### src/rtl/last_register_writer_pkg.sv
// Shared definitions for the goal-row register writer: state encodings,
// default row width, the all-ones goal constant and the count width.
package last_register_writer_pkg;

    typedef enum logic [1:0] {
        ST_IDLE   = 2'b00,
        ST_TRACK  = 2'b01,
        ST_COMMIT = 2'b10,
        ST_DONE   = 2'b11
    } state_e;

    localparam int DATAWIDTH_DEF = 8;

    function automatic int count_width(input int width);
        return $clog2(width + 1);
    endfunction

    localparam int COUNT_W_DEF = count_width(DATAWIDTH_DEF);

    localparam logic [DATAWIDTH_DEF-1:0] GOAL_FULL_DEF = '1;

endpackage

### src/rtl/last_register_writer_lsb_select.sv
// Combinational isolator: keeps only the lowest-index set bit of its input.
module last_register_lsb_select #(
    parameter int DATAWIDTH = 8
) (
    input  logic [DATAWIDTH-1:0] vec_in,
    output logic [DATAWIDTH-1:0] vec_out
);

    // Two's-complement trick: x & -x leaves the least significant one.
    assign vec_out = vec_in & (~vec_in + {{(DATAWIDTH-1){1'b0}}, 1'b1});

endmodule

### src/rtl/last_register_writer.sv
// Goal-row occupancy tracker for the frog game: commits arriving frogs into a
// register, counts occupied slots and flags a full row. Optional collision
// pulse enabled by defining LAST_REGISTER_WRITER_COLLISION_EN.
module last_register_writer
    import last_register_writer_pkg::*;
#(
    parameter int DATAWIDTH = DATAWIDTH_DEF,
    localparam int CW = count_width(DATAWIDTH)
) (
    input  logic                 CLOCK_50,
    input  logic                 RESET_InHigh,
    input  logic [DATAWIDTH-1:0] frogRow_InBUS,
    input  logic                 arrive_In,
    input  logic                 clear_In,
    input  logic                 ack_In,
    output logic [DATAWIDTH-1:0] dataLastRegister_OutBUS,
    output logic [DATAWIDTH-1:0] dataOR_OutBUS,
    output logic [CW-1:0]        count_OutBUS,
    output logic                 levelDone_Out,
    output logic                 collision_Out,
    output logic [1:0]           state_OutBUS
);

    localparam logic [DATAWIDTH-1:0] GOAL_FULL = {DATAWIDTH{1'b1}};
    localparam logic [CW-1:0]        COUNT_MAX = CW'(DATAWIDTH);

    state_e               state_q, state_d;
    logic [DATAWIDTH-1:0] goal_q, goal_d;
    logic [DATAWIDTH-1:0] pend_q, pend_d;
    logic [CW-1:0]        count_q, count_d;
    logic [DATAWIDTH-1:0] frog_lsb;
    logic [DATAWIDTH-1:0] goal_merged;
    logic                 already_set;

    last_register_lsb_select #(
        .DATAWIDTH(DATAWIDTH)
    ) u_lsb_select (
        .vec_in (frogRow_InBUS),
        .vec_out(frog_lsb)
    );

    assign goal_merged = goal_q | pend_q;
    assign already_set = (goal_q & pend_q) != '0;

    always_comb begin
        state_d = state_q;
        goal_d  = goal_q;
        pend_d  = pend_q;
        count_d = count_q;
        if (clear_In) begin
            state_d = ST_TRACK;
            goal_d  = '0;
            pend_d  = '0;
            count_d = '0;
        end else begin
            unique case (state_q)
                ST_IDLE: ;
                ST_TRACK: begin
                    if (arrive_In && (frogRow_InBUS != '0)) begin
                        pend_d  = frog_lsb;
                        state_d = ST_COMMIT;
                    end
                end
                ST_COMMIT: begin
                    goal_d = goal_merged;
                    pend_d = '0;
                    if (!already_set && (count_q != COUNT_MAX))
                        count_d = count_q + 1'b1;
                    state_d = (goal_merged == GOAL_FULL) ? ST_DONE : ST_TRACK;
                end
                ST_DONE: begin
                    if (ack_In)
                        state_d = ST_IDLE;
                end
                default: state_d = ST_IDLE;
            endcase
        end
    end

    always_ff @(posedge CLOCK_50) begin
        if (RESET_InHigh) begin
            state_q <= ST_IDLE;
            goal_q  <= '0;
            pend_q  <= '0;
            count_q <= '0;
        end else begin
            state_q <= state_d;
            goal_q  <= goal_d;
            pend_q  <= pend_d;
            count_q <= count_d;
        end
    end

`ifdef LAST_REGISTER_WRITER_COLLISION_EN
    logic collision_q, collision_d;

    // Pulse lands in the cycle after COMMIT; a clear in that cycle wins.
    always_comb begin
        collision_d = 1'b0;
        if (!clear_In && (state_q == ST_COMMIT) && already_set)
            collision_d = 1'b1;
    end

    always_ff @(posedge CLOCK_50) begin
        if (RESET_InHigh)
            collision_q <= 1'b0;
        else
            collision_q <= collision_d;
    end

    assign collision_Out = collision_q;
`else
    assign collision_Out = 1'b0;
`endif

    assign dataLastRegister_OutBUS = goal_q;
    assign dataOR_OutBUS           = goal_q | frogRow_InBUS;
    assign count_OutBUS            = count_q;
    assign levelDone_Out           = (state_q == ST_DONE);
    assign state_OutBUS            = state_q;

endmodule

### config.mk
export PLATFORM = sky130hd
export DESIGN_NAME = last_register_writer
export DESIGN_NICKNAME = d
export VERILOG_FILES = /design/src/rtl/last_register_writer_pkg.sv /design/src/rtl/last_register_writer_lsb_select.sv /design/src/rtl/last_register_writer.sv
export SDC_FILE = /design/constraint.sdc
export NUM_CORES = 1
export LEC_CHECK = 0
export BUFFER_PORTS_ARGS = -buffer_cell sky130_fd_sc_hd__buf_4
export CAP_MARGIN = 10
export CORE_MARGIN = 2
export CORE_UTILIZATION = 50
export DETAILED_ROUTE_END_ITERATION = 8
export GPL_ROUTABILITY_DRIVEN = 0
export HOLD_SLACK_MARGIN = 0.1
export PLACE_DENSITY = 0.83
export SLEW_MARGIN = 20
export SYNTH_ARGS = -nofsm -noshare
export SYNTH_HDL_FRONTEND = slang
export SYNTH_HIERARCHICAL = 1
export SYNTH_SLANG_ARGS = --single-unit
### constraint.sdc
create_clock -name CLOCK_50 -period 2.1 [get_ports CLOCK_50]
set_input_delay 0 -clock CLOCK_50 [delete_from_list [all_inputs] [get_ports CLOCK_50]]
set_output_delay 0 -clock CLOCK_50 [all_outputs]
set_load 0.01 [all_outputs]
==> results of run 1 <==
## per-layer routing
| metal | GRT usage [%] | up-vias | wire length, µm |
|---|---|---|---|
| li1 | - | 611 | - |
| met1 | 31.7 | 633 | 1420 |
| met2 | 40.9 | 65 | 1640 |
| met3 | 3.89 | 7 | 233 |
| met4 | 14.5 | 0 | 53 |
| met5 | 0 | - | 0 |
## cell usage after synthesis, types with 2 or more instances
master      n  share of area, %
or2_2       9               4.6
buf_4       2               1.2
a21oi_1    12               4.9
nor2_1     23               7.0
o22ai_1     3               1.5
ha_1        5               5.1
a32oi_1     8               5.7
o21ai_0     3               1.2
nand2_1     3              0.91
buf_1       2              0.61
inv_1       6               1.8
nor3_1      2              0.81
a22oi_1     4               2.4
clkbuf_1    2              0.61
a2111oi_2   2               2.4
dfxtp_1    22                36
or4_4       2               1.8
nand3_1     3               1.2
## worst reg2reg max path, stage by stage, from the launching register on
cell and delay (ns):
dfxtp_1 0.37, inv_1 0.08, ha_1 0.29, a21boi_1 0.19, nand4_1 0.15, or4_1 0.50, a21oi_1 0.16
## kinds of logic after synthesis
group	count (synthesis)
flip-flops	22
adder cells (fa/ha/maj)	5
multiplexers	1
AO/OA/AOI/OAI	44
AND/OR/NAND/NOR	56
other	1
buffers and inverters	12
## sequential cells by signal, indices dropped and copies added, names as in the netlist
| name | cells |
|---|---|
| dataLastRegister_OutBUS | 8 |
| count_OutBUS | 4 |
| pend_q | 8 |
| state_OutBUS | 2 |
## path summary, 6_finish.rpt
kind | end | depth (start not counted) | from
worst max-delay path | count_OutBUS[3] | 6 | state_OutBUS[0]
worst min-delay path | pend_q[1] | 4 | frogRow_InBUS[1]
worst max register to register | count_OutBUS[3] | 6 | state_OutBUS[0]
worst min register to register | count_OutBUS[3] | 2 | count_OutBUS[3]
## per-stage QoR
| step | area [µm²] | utilization (%) | worst slack, ns | hold slack (ns) | std cells |
|---|---|---|---|---|---|
| 3_3_place_gp | 1510 | 62.8 | 0.422 | 0.183 | 201 |
| 5_1_grt | 1610 | 66.7 | 0.164 | 0.150 | 211 |
| 3_5_place_dp | 1510 | 62.8 | 0.318 | 0.182 | 201 |
| 2_1_floorplan | 1240 | - | 0.459 | 0.0689 | 141 |
| 6_report | 1610 | 66.7 | 0.284 | 0.113 | 211 |
| 4_1_cts | 1610 | 66.7 | 0.298 | 0.105 | 211 |
## power breakdown
group          internal [mW]  switching, mW  leakage, nW
Sequential             0.425         0.0114        0.178
Combinational         0.0977          0.114        0.472
Clock                 0.0672          0.122       0.0138
## final cells by class
| cell class | instances | area, µm² | share of cell area [%] |
|---|---|---|---|
| repair buffers | 43 | 340 | 21.2 |
| multi-input cells | 107 | 743 | 46.3 |
| clock buffers | 3 | 22.5 | 1.40 |
| flip-flops and latches | 22 | 440 | 27.4 |
| well taps | 30 | 37.5 | 2.34 |
| inverters | 6 | 22.5 | 1.40 |
## what timing repair did
item,4_1_cts,5_1_grt
hold buffers,7,0
gates resized for setup,0,0
hold endpoints to repair,6,0
==> results.md, run 1 <==
- Mux cell area share after synthesis: less than 1%
- Distinct cells, synth: between 40 and 50
- Root Driver: clkbuf_4
- Die Width: roughly 54 µm
- Final min period: 1.82 ns
- FMAX: about 550 MHz
- Buffers and inverters on the worst path: 1
- Clock latency on the worst-skew pair: between 0.3 and 0.4 ns
- FILL cells: roughly 210
- Final setup viols: 0
- Rows: 18
- Worst VDD drop: around 0.46 mV
- Total Nets Final: 201
- Per-cell routed wire length: roughly 16 µm
- Nature of the critical path endpoint: register
- Area delta synth->final: 30.0%
- Kind of critical path: reg2reg
- Static Leak: about 0.66 nW
- Vias in the first global route: approximately 1200
- Pwr dens: between 500 and 600 nW/µm²
- GRT Total Usage: approximately 25%
- Routed Antenna Nets: 0
- Largest family of logic cells by synthesized area: compound AO/OA/AOI/OAI gates
- Crit-path cells: inv_1 -> ha_1 -> a21boi_1 -> nand4_1 -> or4_1 -> a21oi_1
- Die H: ~54 µm
- Post-synth EDFFs: 0
- CTS H-tree lvls: 1
- First-pass GRT wire length: 5.29 mm
- Internal reg-to-reg setup slack: between 0.2 and 0.3 ns
- Detail Placement HPWL: approximately 2.4 mm
- Status: finished, final reports clean
- Setup bufs post-CTS: 0
- Synthesized area per cell: roughly 9 µm²
- Top delay family on crit path: simple AND/OR/NAND/NOR gates
- PortBufs: 35
- Xor/xnor share of the synthesized area: 0%
- Drt first pass iters: 4
- Final Cycle Share: approximately 86%
- Synth Instances: roughly 140
- Post-Synth Adder-Cell Area: around 5.1%
- Most common cell after layout, fill and taps aside: buf_4
- Max stage delay cell, worst path: or4_1
- Critical Path Start Type: register
- Slowest stage delay, CP: 0.50 ns
- Sink Count: 22
- Worst-Margin Slew: 0.635 ns
- Initial Util: between 50% and 60%
- Asr flop ratio synth: 0%
- Mapped Area: 1240 µm²
- Synth Net Count: between 150 and 200
- # DRC: 0
- Most frequent cells in the layout: buf_4, nor2_1, dfxtp_1
- Synth Area in Compound Gates: between 20% and 30%
- Avg Vias per Cell: 6.24
- MaxCap Viol Count: 0
- Grt ovf: 0
- Vias: between 1000 and 1500
- Final WL: ~3.3 mm
- Yosys reg bits: 22
- CTS tree: built
- Io pins: 37
- Final Max Slew Viols: 0
- Slew headroom: between 50% and 60%
- Final setup TNS: 0 ns
- Die area: between 2000 and 3000 µm²
- DRT iter0 DRCs: between 50 and 60
- Main flop type after synthesis: dfxtp_1
- Num CTS Buffers: 3
- CP Max Fanout: 8
- Sequential element share of the synthesized area: 35.6%
- Initial antenna violation count: 0
- Req. time, crit path: 2.34 ns
- Ys Warns: 6
- Fin. Hold Viols: 0
- Pin count of the biggest net entering global routing: 21
- Clock-pin slew on the worst setup and hold paths: 0.11 ns
- RSZ-0062 raised after global routing: false
- Hold Path Class: in2reg
- CTS max path bufs: 2
- Share of layout cells above drive strength 1: about 33%
- Ant. Diodes: 0
- CORE AREA: 2410 µm²
- Arr. time, crit path: between 2 and 2.5 ns
- Post-synthesis simple-gate area fraction: between 20% and 30%
- Tot Pwr: 838 µW
- Worst Skew: slightly below 0.002 ns
Note: power is estimated with default switching activity, not from simulation.
==> inputs of run 2 (changes only) <==
- PLACE_DENSITY: 0.83 -> 0.77
==> results.md, run 2 (synthesis results as in run 1) <==
- Status: finished, final reports clean (unchanged)
- PortBufs: 35 (unchanged)
- Clock-pin slew on the worst setup and hold paths: 0.12 ns (was 0.11 ns)
- Clock latency on the worst-skew pair: 0.30 ns (was 0.31 ns)
- CTS H-tree lvls: 1 (unchanged)
- Share of layout cells above drive strength 1: 32.2% (was 32.6%)
- Final Max Slew Viols: 0 (unchanged)
- Num CTS Buffers: 3 (unchanged)
- Kind of critical path: reg2reg (unchanged)
- Grt ovf: 0 (unchanged)
- Avg Vias per Cell: 5.91 (was 6.24)
- Root Driver: clkbuf_4 (unchanged)
- CTS resizes: 0 (unchanged)
- Arr. time, crit path: 2.05 ns (was 2.06 ns)
- Final setup TNS: 0 ns (unchanged)
- Vias: 1258 (was 1316)
- # DRC: 0 (unchanged)
- Worst Skew: 0.00766 ns (was 0.00196 ns)
- WHS Path Cells: 4 (unchanged)
- Worst-Margin Slew: 0.626 ns (was 0.635 ns)
- Pwr dens: 512 nW/µm² (was 522 nW/µm²)
- CTS max path bufs: 2 (unchanged)
- Internal reg-to-reg setup slack: 0.28 ns (about the same)
- Final WL: 3.23 mm (was 3.34 mm)
- MaxCap Viol Count: 0 (unchanged)
- Req. time, crit path: 2.33 ns (was 2.34 ns)
- Worst Reg2Reg Path Length in Cells: 6 (unchanged)
- Critical Path Start Type: register (unchanged)
- DRT iter0 DRCs: 36 (was 59)
- Nature of the critical path endpoint: register (unchanged)
- Final setup viols: 0 (unchanged)
- Ant. Diodes: 0 (unchanged)
- Rows: 18 (unchanged)
- Per-cell routed wire length: 15.2 µm (was 15.8 µm)
- Worst VDD drop: 0.434 mV (was 0.463 mV)
- Static Leak: 0.672 nW (was 0.663 nW)
- Crit path launch: state_OutBUS[0] (unchanged)
- First-pass GRT wire length: 5.13 mm (was 5.29 mm)
- CTS tree: built (unchanged)
- RSZ-0062 raised after global routing: false (unchanged)
- Io pins: 37 (unchanged)
- Detail Placement HPWL: 2.39 mm (was 2.41 mm)
- Initial Util: 51.3% (unchanged)
- Reg2reg start: state_OutBUS[0] (unchanged)
- CORE AREA: 2410 µm² (unchanged)
- Hold Path Class: in2reg (unchanged)
- Vias in the first global route: 1156 (was 1240)
- Most frequent cells in the layout: buf_4, nor2_1, dfxtp_1 (unchanged)
- Fin. Hold Viols: 0 (unchanged)
- CP Max Fanout: 8 (unchanged)
- Total Nets Final: 203 (was 201)
- Pin count of the biggest net entering global routing: 21 (unchanged)
- R2R Path End: count_OutBUS[3] (unchanged)
- Die area: 2890 µm² (unchanged)
- Slew headroom: 58.2% (was 57.7%)
- Setup crit end: count_OutBUS[3] (unchanged)
- GRT Total Usage: 24.2% (was 25.3%)
- Routed Antenna Nets: 0 (unchanged)
- Die H: 53.7 µm (unchanged)
- Hold slack: 0.116 ns (was 0.113 ns)
- Drt first pass iters: 4 (unchanged)
- Die Width: 53.7 µm (unchanged)
- Most common cell after layout, fill and taps aside: buf_4 (unchanged)
- Tot Pwr: 832 µW (was 838 µW)
- Final min period: 1.82 ns (about the same)
- Area delta synth->final: 31.6% (was 30.0%)
- Initial antenna violation count: 0 (unchanged)
- FMAX: 549 MHz (was 551 MHz)
- Sink Count: 22 (unchanged)
- Final Cycle Share: 86.7% (was 86.5%)
==> run 2: stage by stage <==
stage | util (%) | std cells | worst slack [ns] | instance area [µm²]
floorplan | - | 141 | 0.459 | 1240
global placement | 62.8 | 201 | 0.402 | 1510
detailed placement | 62.8 | 201 | 0.315 | 1510
CTS | 67.5 | 213 | 0.298 | 1630
global route | 67.5 | 213 | 0.155 | 1630
finish | 67.5 | 213 | 0.280 | 1630
==> run 2: worst max-delay path, cell delays in order (launching register included) <==
cell and delay (ns):
dfxtp_1 0.37, inv_1 0.08, ha_1 0.33, a21boi_1 0.20
nand4_1 0.15, or4_1 0.49, a21oi_1 0.14
==> run 2: worst min-delay path by stage <==
| stage | slack (ns) | to | startpoint |
|---|---|---|---|
| floorplan | 0.07 | state_OutBUS[0] | RESET_InHigh |
| global placement | 0.18 | state_OutBUS[0] | RESET_InHigh |
| detailed placement | 0.19 | state_OutBUS[0] | RESET_InHigh |
| CTS | 0.11 | pend_q[7] | frogRow_InBUS[7] |
| global route | 0.16 | state_OutBUS[0] | arrive_In |
| finish | 0.12 | pend_q[7] | frogRow_InBUS[7] |
==> run 2: repair_timing <==
action,in CTS,in global routing
hold buffers,9,0
hold endpoints to repair,8,0
buffers inserted,0,0
==> run 2: cell type report <==
type	instances	area (µm²)
Timing Repair Buffer	45	360
Fill cell	209	783
Clock buffer	3	22.5
Multi-Input combinational cell	107	743
Inverter	6	22.5
Sequential cell	22	440
Tap cell	30	37.5
==> run 2: where the power goes <==
group | switching [mW] | total [mW] | internal, mW
Sequential | 0.0110 | 0.436 | 0.425
Combinational | 0.110 | 0.210 | 0.0999
Clock | 0.119 | 0.185 | 0.0669
Total | 0.240 | 0.832 | 0.592
==> run 2: metal layers <==
layer,share of wire [%],up-vias,track usage (%)
met3,5.1,4,2.50
met4,0.90,0,10.7
met1,44,591,31.2
met5,0,-,0
met2,50,48,40.7
li1,-,615,-
==> inputs of run 3 (changes only) <==
- ABC_AREA: default -> 1
==> results.md, run 3 <==
- MaxCap Viol Count: 0 (unchanged)
- R2R Path End: state_OutBUS[0] (was count_OutBUS[3])
- Ant. Diodes: 0 (unchanged)
- Worst hold endpoint: pend_q[2] (was pend_q[7])
- Post-route cell area: 1670 µm² (was 1630 µm²)
- Reg2reg start: state_OutBUS[0] (unchanged)
- Distinct cells, synth: 28 (was 46)
- Rows: 18 (unchanged)
- Avg Vias per Cell: 5.06 (was 5.91)
- GRT met2 Usage: 44.1% (was 40.7%)
- Worst-Margin Slew: 0.531 ns (was 0.626 ns)
- Final min period: 1.92 ns (was 1.82 ns)
- Fin. Hold Viols: 0 (unchanged)
- Sequential element share of the synthesized area: 35.1% (was 35.6%)
- Status: finished, final reports clean (unchanged)
- Clock-pin slew on the worst setup and hold paths: 0.12 ns (about the same)
- Most frequent cells in the layout: buf_4, nor2_1, nand2_1 (was buf_4, nor2_1, dfxtp_1)
- Cell taking the most area after synthesis: dfxtp_1 (unchanged)
- Met1 usage: 27.3% (was 31.2%)
- Critical Path Start Type: register (unchanged)
- Most common cell after layout, fill and taps aside: buf_4 (unchanged)
- Asr flop ratio synth: 0% (unchanged)
- GRT Total Usage: 24.3% (was 24.2%)
- Hold slack: 0.141 ns (was 0.116 ns)
- Synth cell count leaders: nor2_1, nand2_1, dfxtp_1, nand3_1, a21oi_1 (was nor2_1, dfxtp_1, a21oi_1)
- Kind of critical path: reg2reg (unchanged)
- CTS H-tree lvls: 1 (unchanged)
- Hold Path Class: in2reg (unchanged)
- Area delta synth->final: 33.4% (was 31.6%)
- Num CTS Buffers: 3 (unchanged)
- Drt first pass iters: 5 (was 4)
- FMAX: 520 MHz (was 549 MHz)
- PortBufs: 35 (unchanged)
- Mapped Area: 1250 µm² (was 1240 µm²)
- CTS tree: built (unchanged)
- Pwr dens: 463 nW/µm² (was 512 nW/µm²)
- Placed insts: 242 (was 201)
- Share of layout cells above drive strength 1: 27.3% (was 32.2%)
- Final cell count without fillers: 257 (was 213)
- Static Leak: 0.739 nW (was 0.672 nW)
- Main flop type after synthesis: dfxtp_1 (unchanged)
- Post-synth EDFFs: 0 (unchanged)
- RSZ-0062 raised after global routing: false (unchanged)
- Grt peak-use layer: met2 (unchanged)
- Ys Warns: 6 (unchanged)
- CP Max Fanout: 5 (was 8)
- # DRC: 0 (unchanged)
- Met3 GRT Util: 3.33% (was 2.50%)
- Worst Reg2Reg Path Length in Cells: 10 (was 6)
- Clock latency on the worst-skew pair: 0.31 ns (was 0.30 ns)
- Synth Net Count: 199 (was 159)
- Final setup viols: 0 (unchanged)
- DRT iter0 DRCs: 26 (was 36)
- Internal reg-to-reg setup slack: 0.18 ns (was 0.28 ns)
- Area contributors post-synth: dfxtp_1, nand3_1, nor2_1 (was dfxtp_1, nor2_1, a32oi_1)
- Req. time, crit path: 2.32 ns (was 2.33 ns)
- Initial antenna violation count: 0 (unchanged)
- CTS max path bufs: 2 (unchanged)
- Routed Antenna Nets: 0 (unchanged)
- DP Area: 1530 µm² (was 1510 µm²)
- Yosys reg bits: 22 (unchanged)
- Slew headroom: 64.6% (was 58.2%)
- Synthesized area per cell: 6.93 µm² (was 8.77 µm²)
- Crit path launch: state_OutBUS[0] (unchanged)
- Per-cell routed wire length: 12.2 µm (was 15.2 µm)
- WHS Path Cells: 5 (was 4)
- Top cell type's share of synthesized area: 35.1% (was 35.6%)
- Nature of the critical path endpoint: register (unchanged)
- Final Cycle Share: 91.5% (was 86.7%)
- Die H: 54.1 µm (was 53.7 µm)
- Final Max Slew Viols: 0 (unchanged)
- Grt ovf: 0 (unchanged)
- Vias: 1300 (was 1258)
- First-pass GRT wire length: 5.11 mm (was 5.13 mm)
- Total Nets Final: 247 (was 203)
- Io pins: 37 (unchanged)
- Final WL: 3.13 mm (was 3.23 mm)
- Setup bufs post-CTS: 0 (unchanged)
- Worst hold start: frogRow_InBUS[2] (was frogRow_InBUS[7])
- Arr. time, crit path: 2.15 ns (was 2.05 ns)
- Worst Skew: 0.00479 ns (was 0.00766 ns)
- CORE AREA: 2430 µm² (was 2410 µm²)
- Synth Instances: 181 (was 141)
- Initial Util: 51.6% (was 51.3%)
- Vias in the first global route: 1230 (was 1156)
- Root Driver: clkbuf_4 (unchanged)
- Sink Count: 22 (unchanged)
- Detail Placement HPWL: 2.21 mm (was 2.39 mm)
- Final setup TNS: 0 ns (unchanged)
- CTS resizes: 0 (unchanged)
- Die area: 2930 µm² (was 2890 µm²)
- Pin count of the biggest net entering global routing: 18 (was 21)
- Worst VDD drop: 0.473 mV (was 0.434 mV)
- Most instantiated library cell after synthesis: nor2_1 (unchanged)
- Die Width: 54.1 µm (was 53.7 µm)
run 3: cell types whose count changed after synthesis, moves of 3 or more:
cell / before / now
inv_1: 6 / 18
a22oi_1: 4 / 0
a21oi_1: 12 / 19
a32oi_1: 8 / 0
inv_2: 0 / 4
nor2_1: 23 / 27
o21ai_1: 0 / 5
nor2_2: 0 / 3
nand2_1: 3 / 25
nand3_1: 3 / 22
run 3: cell families (layout without fill, tap and decap cells):
group	count (synthesis)	in the layout	share of synthesized area, %
adder cells (fa/ha/maj)	5	5	4.99
buffers and inverters	27	73	8.87
XOR/XNOR	1	1	0.698
flip-flops	22	22	35.1
other	1	1	0.299
AO/OA/AOI/OAI	31	31	14.0
AND/OR/NAND/NOR	94	94	36.1
run 3: per-layer routing:
layer | part of all wire [%] | wire, µm
met1 | 45 | 1400
met2 | 48 | 1490
met3 | 4.7 | 146
met4 | 2.9 | 92
met5 | 0 | 0
run 3: what timing repair did:
action / in CTS / in global routing
hold buffers: 13 / 0
hold endpoints to repair: 13 / 0
endpoints found under the setup margin: 0 / 1
run 3: cell type report:
| type | instances | area (µm²) |
|---|---|---|
| inverter | 23 | 87.6 |
| tap | 30 | 37.5 |
| fill | 209 | 758 |
| multi-input combinational | 132 | 703 |
| timing repair buffer | 47 | 383 |
| sequential | 22 | 440 |
| clock buffer | 3 | 22.5 |
run 3: worst max-delay path by stage:
stage                     slack [ns]  cells past startpoint         endpoint
after floorplan                 0.79                      9  state_OutBUS[0]
after global placement          0.51                      7  count_OutBUS[3]
after detailed placement        0.39                      8  count_OutBUS[3]
after CTS                       0.13                      9        pend_q[7]
after global routing            0.09                     10  state_OutBUS[0]
final                           0.18                     10  state_OutBUS[0]
run 3: metrics by stage:
step	utilization [%]	total power [mW]	setup slack, ns
3_3_place_gp	63.0	0.567	0.505
2_1_floorplan	-	0.516	0.791
5_1_grt	68.8	0.813	0.0874
4_1_cts	69.2	0.778	0.131
6_report	68.8	0.775	0.178
3_5_place_dp	63.0	0.571	0.393
run 3: worst max-delay path, stage by stage (launching register included):
cell and delay (ns):
dfxtp_1 0.42, inv_1 0.07, ha_1 0.28, inv_1 0.03
o21ai_0 0.18, inv_2 0.05, nand3_1 0.08, nand3_1 0.08
nand2_1 0.06, dlygate4sd3_1 0.55, inv_1 0.04
run 3: report_power, final:
group,switching [mW],leakage [nW],internal (mW)
sequential,0.00514,0.178,0.422
clock,0.127,0.0138,0.0670
combinational,0.0822,0.548,0.0728
total,0.214,0.739,0.562
